$ cat src/rtl/chess_pkg.sv
// Shared types and helpers for the chess board selection logic.
package chess_pkg;

  // Selection controller states.
  typedef enum logic [1:0] {
    IDLE     = 2'd0,
    SELECTED = 2'd1,
    COMMIT   = 2'd2
  } sel_state_t;

  // Widest row/col index the helper supports (BOARD_N up to 16).
  localparam int MAX_IDX_W = 4;

  // Square index from {row,col}: row * BOARD_N + col with BOARD_N = 2**idx_w.
  function automatic int unsigned sq_index(
    input logic [MAX_IDX_W-1:0] row,
    input logic [MAX_IDX_W-1:0] col,
    input int unsigned          idx_w
  );
    int unsigned idx_v;
    idx_v = (int'(row) << idx_w) | int'(col);
    return idx_v;
  endfunction

endpackage

$ cat src/rtl/board_square_decode.sv
// Combinational pixel-to-square decoder. Shared with the highlight renderer,
// so it carries no state: callers register the outputs as they need.
module board_square_decode #(
  parameter int BOARD_N  = 8,
  parameter int SQ_LOG2  = 6,
  parameter int ORIGIN_X = 256,
  parameter int ORIGIN_Y = 128,
  parameter int COORD_W  = 12,
  parameter int IDX_W    = $clog2(BOARD_N)
) (
  input  logic [COORD_W-1:0] xpos,
  input  logic [COORD_W-1:0] ypos,
  output logic [IDX_W-1:0]   row,
  output logic [IDX_W-1:0]   col,
  output logic               valid
);

  // Offsets are COORD_W+1 bits wide; the top bit is the sign of the offset.
  localparam int CW1 = COORD_W + 1;
  localparam logic [COORD_W:0] ORG_X = CW1'(ORIGIN_X);
  localparam logic [COORD_W:0] ORG_Y = CW1'(ORIGIN_Y);
  localparam logic [COORD_W:0] LIMIT = CW1'(BOARD_N);

  logic [COORD_W:0] dx_s;
  logic [COORD_W:0] dy_s;
  logic [COORD_W:0] col_wide_s;
  logic [COORD_W:0] row_wide_s;

  // Offset from board origin, divide by square edge, and range-check.
  always_comb begin
    dx_s       = {1'b0, xpos} - ORG_X;
    dy_s       = {1'b0, ypos} - ORG_Y;
    col_wide_s = dx_s >> SQ_LOG2;
    row_wide_s = dy_s >> SQ_LOG2;
    // A negative offset means left of / above the board; the shifted value
    // is then meaningless, so the sign test gates the range test.
    valid = !dx_s[COORD_W] && !dy_s[COORD_W] &&
            (col_wide_s < LIMIT) && (row_wide_s < LIMIT);
    col   = col_wide_s[IDX_W-1:0];
    row   = row_wide_s[IDX_W-1:0];
  end

endmodule

$ cat src/rtl/board_select_fsm.sv
// Cursor-to-square tracking and two-click pick/place controller. Offers the
// completed move over a valid/ready handshake and owns the side-to-move bit.
module board_select_fsm
  import chess_pkg::*;
#(
  parameter int BOARD_N  = 8,
  parameter int SQ_LOG2  = 6,
  parameter int ORIGIN_X = 256,
  parameter int ORIGIN_Y = 128,
  parameter int COORD_W  = 12
) (
  input  logic                           clk,
  input  logic                           rst_n,
  input  logic                           frame_tick,
  input  logic [COORD_W-1:0]             mouse_xpos,
  input  logic [COORD_W-1:0]             mouse_ypos,
  input  logic                           mouse_left,
  input  logic                           mouse_right,
  input  logic [BOARD_N*BOARD_N-1:0]     own_piece,
  input  logic [BOARD_N*BOARD_N-1:0]     possible_moves,
  output logic [2*$clog2(BOARD_N)-1:0]   cursor_sq,
  output logic                           cursor_valid,
  output logic [2*$clog2(BOARD_N)-1:0]   sel_sq,
  output logic                           sel_valid,
  output logic                           move_valid,
  output logic [2*$clog2(BOARD_N)-1:0]   move_from,
  output logic [2*$clog2(BOARD_N)-1:0]   move_to,
  input  logic                           move_ready,
  output logic                           side_to_move
);

  localparam int IDX_W = $clog2(BOARD_N);
  localparam int SQ_W  = 2 * IDX_W;

  // Decoder outputs for the live mouse position.
  logic [IDX_W-1:0] dec_row_s;
  logic [IDX_W-1:0] dec_col_s;
  logic             dec_valid_s;
  logic [SQ_W-1:0]  dec_sq_s;

  // Registered state.
  sel_state_t       state_r;
  logic [SQ_W-1:0]  cursor_sq_r;
  logic             cursor_valid_r;
  logic [SQ_W-1:0]  sel_sq_r;
  logic             sel_valid_r;
  logic             move_valid_r;
  logic [SQ_W-1:0]  move_from_r;
  logic [SQ_W-1:0]  move_to_r;
  logic             side_r;
  logic             left_prev_r;
  logic             right_prev_r;
  logic             hist_armed_r;

  // Click strobes and square lookups for the FSM.
  logic             left_click_s;
  logic             right_click_s;
  logic             own_hit_s;
  logic             legal_hit_s;
  logic             same_sq_s;

  board_square_decode #(
    .BOARD_N  (BOARD_N),
    .SQ_LOG2  (SQ_LOG2),
    .ORIGIN_X (ORIGIN_X),
    .ORIGIN_Y (ORIGIN_Y),
    .COORD_W  (COORD_W),
    .IDX_W    (IDX_W)
  ) u_decode (
    .xpos  (mouse_xpos),
    .ypos  (mouse_ypos),
    .row   (dec_row_s),
    .col   (dec_col_s),
    .valid (dec_valid_s)
  );

  // Flatten the decoded {row,col} into the square index.
  always_comb begin
    dec_sq_s = SQ_W'(sq_index(MAX_IDX_W'(dec_row_s), MAX_IDX_W'(dec_col_s), IDX_W));
  end

  // Rising-edge detection on the frame-sampled button levels. The first
  // frame after reset only primes the history, so a button held through
  // reset cannot produce a click.
  always_comb begin
    if (frame_tick && hist_armed_r) begin
      left_click_s  = mouse_left && !left_prev_r;
      right_click_s = mouse_right && !right_prev_r;
    end else begin
      left_click_s  = 1'b0;
      right_click_s = 1'b0;
    end
  end

  // Look up the previous frame's cursor square in the board masks.
  always_comb begin
    own_hit_s   = own_piece[cursor_sq_r];
    legal_hit_s = possible_moves[cursor_sq_r];
    same_sq_s   = (cursor_sq_r == sel_sq_r);
  end

  // Once per frame: capture the cursor square and the button levels.
  always_ff @(posedge clk or negedge rst_n) begin
    if (!rst_n) begin
      cursor_sq_r    <= {SQ_W{1'b0}};
      cursor_valid_r <= 1'b0;
      left_prev_r    <= 1'b0;
      right_prev_r   <= 1'b0;
      hist_armed_r   <= 1'b0;
    end else if (frame_tick) begin
      cursor_valid_r <= dec_valid_s;
      if (dec_valid_s) begin
        cursor_sq_r <= dec_sq_s;
      end
      left_prev_r  <= mouse_left;
      right_prev_r <= mouse_right;
      hist_armed_r <= 1'b1;
    end
  end

  // Selection controller with its registered outputs. Clicks only exist on
  // frame_tick cycles; the handshake in COMMIT is evaluated every cycle.
  always_ff @(posedge clk or negedge rst_n) begin
    if (!rst_n) begin
      state_r      <= IDLE;
      sel_sq_r     <= {SQ_W{1'b0}};
      sel_valid_r  <= 1'b0;
      move_valid_r <= 1'b0;
      move_from_r  <= {SQ_W{1'b0}};
      move_to_r    <= {SQ_W{1'b0}};
      side_r       <= 1'b0;
    end else begin
      case (state_r)
        IDLE: begin
          // A simultaneous right click suppresses the selection.
          if (left_click_s && !right_click_s && cursor_valid_r && own_hit_s) begin
            sel_sq_r    <= cursor_sq_r;
            sel_valid_r <= 1'b1;
            state_r     <= SELECTED;
          end
        end
        SELECTED: begin
          if (right_click_s) begin
            sel_valid_r <= 1'b0;
            state_r     <= IDLE;
          end else if (left_click_s) begin
            if (!cursor_valid_r || same_sq_s) begin
              sel_valid_r <= 1'b0;
              state_r     <= IDLE;
            end else if (own_hit_s) begin
              sel_sq_r <= cursor_sq_r;
            end else if (legal_hit_s) begin
              move_from_r  <= sel_sq_r;
              move_to_r    <= cursor_sq_r;
              move_valid_r <= 1'b1;
              state_r      <= COMMIT;
            end else begin
              sel_valid_r <= 1'b0;
              state_r     <= IDLE;
            end
          end
        end
        COMMIT: begin
          if (move_ready) begin
            move_valid_r <= 1'b0;
            sel_valid_r  <= 1'b0;
            side_r       <= ~side_r;
            state_r      <= IDLE;
          end
        end
        default: begin
          sel_valid_r  <= 1'b0;
          move_valid_r <= 1'b0;
          state_r      <= IDLE;
        end
      endcase
    end
  end

  assign cursor_sq    = cursor_sq_r;
  assign cursor_valid = cursor_valid_r;
  assign sel_sq       = sel_sq_r;
  assign sel_valid    = sel_valid_r;
  assign move_valid   = move_valid_r;
  assign move_from    = move_from_r;
  assign move_to      = move_to_r;
  assign side_to_move = side_r;

endmodule

$ cat config.mk
export PLATFORM = sky130hd
export DESIGN_NAME = board_select_fsm
export DESIGN_NICKNAME = d
export VERILOG_FILES = /design/src/rtl/chess_pkg.sv /design/src/rtl/board_square_decode.sv /design/src/rtl/board_select_fsm.sv
export SDC_FILE = /design/constraint.sdc
export NUM_CORES = 1
export LEC_CHECK = 0
export ABC_CLOCK_PERIOD_IN_PS = 3120
export CAP_MARGIN = 20
export CORE_MARGIN = 1.5
export CORE_UTILIZATION = 37
export DETAILED_ROUTE_END_ITERATION = 16
export GPL_ROUTABILITY_DRIVEN = 0
export PLACE_DENSITY = 0.82
export SYNTH_ARGS = -nofsm -noshare
export SYNTH_HDL_FRONTEND = slang
export SYNTH_HIERARCHICAL = 1
export SYNTH_SLANG_ARGS = --single-unit
$ cat constraint.sdc
create_clock -name clk -period 3.12 [get_ports clk]
set_input_delay 0.312 -clock clk [delete_from_list [all_inputs] [get_ports clk]]
set_output_delay 0.312 -clock clk [all_outputs]
set_load 0.02 [all_outputs]
* Yosys cells after proc, flatten, opt, wreduce, memory -nomap -nowiden
Index checks and enable logic that the tools add are counted.
Word-level totals: flip-flop bits (word level) 33, bits of input ports 158, output and inout bits 28
Operators by class: add/subtract/negate cells 2, $lt $le $gt $ge 3, equality and inequality tests 14, multiplexer cells 34, bitwise gates (word level) 6, reductions and logical operators 25
Operators by type and width (number):
- $mux 6 | 5
- $mux 1 | 16
- $ne 2x2->1 const B | 8
- $lt 7x4->1 const B | 2
- $mux 2 | 7
- $sub 12x8->13 const B | 1
- $sub 12x9->13 const B | 1
- $bmux 1 s6 | 2
- $pmux 6 s2 | 1
- $reduce_and 6->1 | 2
- $logic_and 1x1->1 | 9
- $ne 4x4->1 const B | 2
- $lt 6x7->1 const B | 1
- $reduce_and 7->1 | 1
- $eq 6x6->1 | 1
- $logic_not 1->1 | 6
- $or 6x3->6 | 1
- $pmux 1 s3 | 2
- $pmux 2 s3 | 1
- $not 1->1 | 5
- $reduce_and 5->1 | 1
- $reduce_and 2->1 | 2
- $reduce_and 4->1 | 1
- $ne 3x3->1 const B | 1
- other kinds (5) | 5

* Longest topological paths before layout
depth after elaboration 9, depth in mapped cells 12

* By module
The synthesis kept the hierarchy.
Modules (own cells, without submodules):
- board_select_fsm | instances 1, cells an instance 203, area each 2695.1 sq um, seq. area each 825.8 sq um
- board_square_decode | instances 1, cells an instance 18, area each 140.1 sq um, seq. area each 0.0 sq um

* Worst setup path before layout
No wires, ideal clock.
kind register -> register, from reg cursor_sq_r[0], in the netlist cursor_sq[0], to reg move_from_r[0], in the netlist move_from[0], setup time 125 ps, arrival 2694 ps, data required time 2995 ps, path slack 301 ps, stages on the path, launching flop included 11, buffers on the path 4, period minus slack after synthesis 2819 ps, path through dfrtp_1 -> buf_6 -> buf_12 -> mux4_1 -> mux2_2 -> a2bb2oi_1 -> a22oi_1 -> and4_1 -> buf_2 -> buf_4 -> mux2_2
Between the ends: longest elaborated chain between the ends 4
Ends and longest elaborated chain:
- start, declared | line board_select_fsm.sv:43 | logic [SQ_W-1:0] cursor_sq_r;
- start signal, assigned | line board_select_fsm.sv:105 | cursor_sq_r <= {SQ_W{1'b0}};
- start signal, assigned | line board_select_fsm.sv:113 | cursor_sq_r <= dec_sq_s;
- $bmux 1 s6 or $eq 6x6->1 (tied branches) | line board_select_fsm.sv:97, board_select_fsm.sv:99
- $mux 1 (implied by the code) or $logic_or 1x1->1 (tied branches) | line board_select_fsm.sv:97, board_select_fsm.sv:147
- $not 1->1 (no line)
- $reduce_and 6->1 (no line) *
- end signal, assigned | line board_select_fsm.sv:129 | move_from_r <= {SQ_W{1'b0}};
- end signal, assigned | line board_select_fsm.sv:153 | move_from_r <= sel_sq_r;
- end, declared | line board_select_fsm.sv:48 | logic [SQ_W-1:0] move_from_r;
Every way passes the cells marked *; elsewhere a longest branch is shown, timed or not. The select of a mux whose other input is x is not followed. A chain may end at the register's enable or synchronous reset.

* Worst setup path after layout
from reg cursor_sq_r[4], in the netlist cursor_sq[4], to reg move_from_r[4], in the netlist move_from[4]
The elaborated chain is that of the path after synthesis.

==> impl_metrics.env <==
export IMPL_max_freq_mhz=351
export IMPL_slew_headroom_pct=57.9
export IMPL_final_max_slew_violation_count=0
export IMPL_yosys_register_bits=33
export IMPL_rrSetupSlack_ns=0.27
export IMPL_cts_buffers=5
export IMPL_cts_buffer_depth=2
export IMPL_ys_flop_type="dfrtp_1"
export IMPL_grt_pass1_wl_mm=14.1
export IMPL_max_stage_delay_ns=0.74
export IMPL_wl_per_cell_microns=17.1
export IMPL_crit_type="flip-flop to flip-flop"
export IMPL_drt_wl_total_mm=8.46
export IMPL_die_h_microns=90.5
export IMPL_clk_pin_slew_worst_paths_ns=0.07
export IMPL_syn_avg_cell_area_sq_um=12.8
export IMPL_stdcell_count=494
export IMPL_groute_usage_overall_pct=21.6
export IMPL_tritoncts="built"
export IMPL_nNetsFinal=554
export IMPL_ios=186
export IMPL_setup_worst_path_end="move_from[4]"
export IMPL_skew_ns=0.00284
export IMPL_postCtsSetupBuffers=0
export IMPL_rsz0062_at_grt="no"
export IMPL_rr_endpoint="move_from[4]"
export IMPL_row_count=31
export IMPL_ir_drop_uv=193
export IMPL_placedCellCount=486
export IMPL_clk_insertion_delay_late_ns=0.28
export IMPL_cp_start_kind="flip-flop"
export IMPL_finalCritPeriodShare_pct=91.4
export IMPL_cp_data_arrival_time_ns=3.02
export IMPL_hold_viol=0
export IMPL_slowest_stage="dfrtp_1"
export IMPL_leakagePower_nw=1.93
export IMPL_n_fill_cell=557
export IMPL_synthMostInstantiatedCell="dfrtp_1"
export IMPL_hpwl_mm=7.10
export IMPL_via_per_inst=5.30
export IMPL_powerDensity_mw_per_mm2=371
export IMPL_syn_cell_area_sq_mm=0.00284
export IMPL_cts_hold_buf=0
export IMPL_synth_area_leaders="dfrtp_1 (29%), mux4_1 (18%), mux2_2 (7.1%)"
export IMPL_min_period_ns=2.85
export IMPL_antenna_cells=0
export IMPL_cap_violations=0
export IMPL_regArea_sq_um=827
export IMPL_ys_async_sr_fraction_pct=100
export IMPL_die_area_sq_mm=0.00820
export IMPL_root_buffer="clkbuf_8"
export IMPL_grt_max_degree=34
export IMPL_reg2reg_depth=8
export IMPL_portBuffers=173
export IMPL_crit_start="cursor_sq[4]"
export IMPL_gr_total_overflow=0
export IMPL_ys_types=49
export IMPL_ant_nets=0
export IMPL_synthTopCellsByCount="dfrtp_1 (33), mux4_1 (19), mux2_2 (18)"
export IMPL_cts_resized=0
export IMPL_synth_edf_count=0
export IMPL_htreeDepth=2
export IMPL_multi_input_area_sq_mm=0.00177
export IMPL_ys_warn_count=6
export IMPL_synth_nets=381
export IMPL_outcome="finished, final reports clean"
export IMPL_grt_pass1_vias=2880
export IMPL_first_pass_iters=4
export IMPL_synthToLayoutAreaGrowth_pct=67.3
export IMPL_power_mw=1.76
export IMPL_tns_ns=0
export IMPL_critical_path_cell_chain="nor2b_1 > a22oi_1 > nand3_1 > and3_1 > a311oi_1 > and4_1 > buf_12 > mux2_2"
export IMPL_route_detailed_drc=0
export IMPL_die_x_microns=90.5
export IMPL_initial_core_util_pct=38.7
export IMPL_tightest_slew_ns=0.632
export IMPL_hold_path_class="input port to asynchronous set/reset pin"
export IMPL_crit_fanout=17
export IMPL_antenna_found_initial=0
export IMPL_synth_seq_area_share_pct=29.1
export IMPL_setup_viol=0
export IMPL_drive_above_1_share_pct=15.4
export IMPL_cp_data_required_time_ns=3.29
export IMPL_synth_cells=221
export IMPL_drt_iter0_drc=49
export IMPL_core_area_sq_mm=0.00733
export IMPL_synth_top_area_cell="dfrtp_1"
export IMPL_cts_sinks=33
export IMPL_yosys_area_top_type_share_pct=29.1
export IMPL_reg2reg_from="cursor_sq[4]"
export IMPL_endpoint_kind="flip-flop"
export IMPL_vias=2616
[final cells by class]
| type | count | share of cell area, % |
|---|---|---|
| tap | 99 | 2.61 |
| inverter | 10 | 0.791 |
| clock inverter | 1 | 0.633 |
| clock buffer | 7 | 1.82 |
| sequential | 33 | 17.4 |
| timing repair buffer | 186 | 39.3 |
| multi-input combinational | 158 | 37.4 |
[how the worst min path moves through the flow]
| stage | cells past startpoint | start | end | slack [ns] |
|---|---|---|---|---|
| 2_1_floorplan | 0 | rst_n | cursor_sq[0] | 0.02 |
| 3_3_place_gp | 1 | side_to_move | side_to_move | 0.46 |
| 3_5_place_dp | 1 | side_to_move | side_to_move | 0.47 |
| 4_1_cts | 2 | rst_n | move_to[4] | 0.46 |
| 5_1_grt | 2 | rst_n | sel_sq[4] | 0.49 |
| 6_report | 2 | rst_n | sel_sq[4] | 0.44 |
[layer usage]
| metal | part of all wire, % | wire length [microns] | global-route usage, % | up-vias |
|---|---|---|---|---|
| met5 | 0 | 0 | 0 | - |
| met4 | 2.4 | 205 | 7.28 | 0 |
| met3 | 6.5 | 552 | 5.13 | 20 |
| met2 | 54 | 4560 | 40.0 | 115 |
| met1 | 37 | 3140 | 24.1 | 1270 |
| li1 | - | - | - | 1211 |
[logic make-up (layout without fill, tap and decap cells)]
| logic type | after synthesis | count (layout) | share of synthesized area (%) |
|---|---|---|---|
| AO/OA/AOI/OAI | 28 | 28 | 7.59 |
| adder cells (fa/ha/maj) | 2 | 2 | 0.882 |
| buffers and inverters | 30 | 204 | 8.34 |
| multiplexers | 70 | 70 | 40.7 |
| AND/OR/NAND/NOR | 47 | 47 | 9.97 |
| XOR/XNOR | 11 | 11 | 3.40 |
| flip-flops | 33 | 33 | 29.1 |
[stage by stage]
stage               hold slack [ns]  area (sq um)  util (%)  setup WS (ns)
floorplan                    0.0164          2840         -          0.301
global placement              0.461          4630      63.1          0.186
detailed placement            0.470          4630      63.1          0.147
CTS                           0.455          4740      64.7          0.214
global route                  0.485          4740      64.7         0.0905
finish                        0.445          4740      64.7          0.268
[state kept, by name, indices dropped and copies added (netlist names)]
signal and count:
state_r 2, sel_sq 6, cursor_sq 6, side_to_move 1
right_prev_r 1, move_to 6, cursor_valid 1, move_from 6
sel_valid 1, left_prev_r 1, hist_armed_r 1, move_valid 1
[layout by cell type (no fill, tap or decap), drive strengths merged, types with 2 or more instances in the layout]
cell type / synthesis / final
nand3: 6 / 6
nor2b: 2 / 2
and4: 2 / 2
xnor2: 5 / 5
buf: 20 / 13
a21oi: 4 / 4
nand2b: 2 / 2
mux2: 27 / 27
nand4b: 3 / 3
nor3: 8 / 8
ha: 2 / 2
nand2: 8 / 8
o22ai: 2 / 2
o21ai: 4 / 4
mux2i: 17 / 17
xor2: 6 / 6
and2: 2 / 2
dfrtp: 33 / 33
a311oi: 2 / 2
or2: 4 / 4
clkbuf: 0 / 7
inv: 10 / 10
a22oi: 6 / 6
nor2: 4 / 4
mux4: 26 / 26
clkdlybuf4s50: 0 / 173
[report_power, final]
| part | internal (mW) | switching (mW) |
|---|---|---|
| combinational | 0.516 | 0.311 |
| clock | 0.260 | 0.156 |
| sequential | 0.451 | 0.0665 |
[worst max-delay path, delay by kind of cell (launching register included)]
kind / cells / cell delay [ns]
compound gates: 2 / 0.65
buf+inv: 1 / 0.16
flops: 1 / 0.74
mux: 1 / 0.33
simple gates: 4 / 0.84
Note: power is estimated with default switching activity, not from simulation.
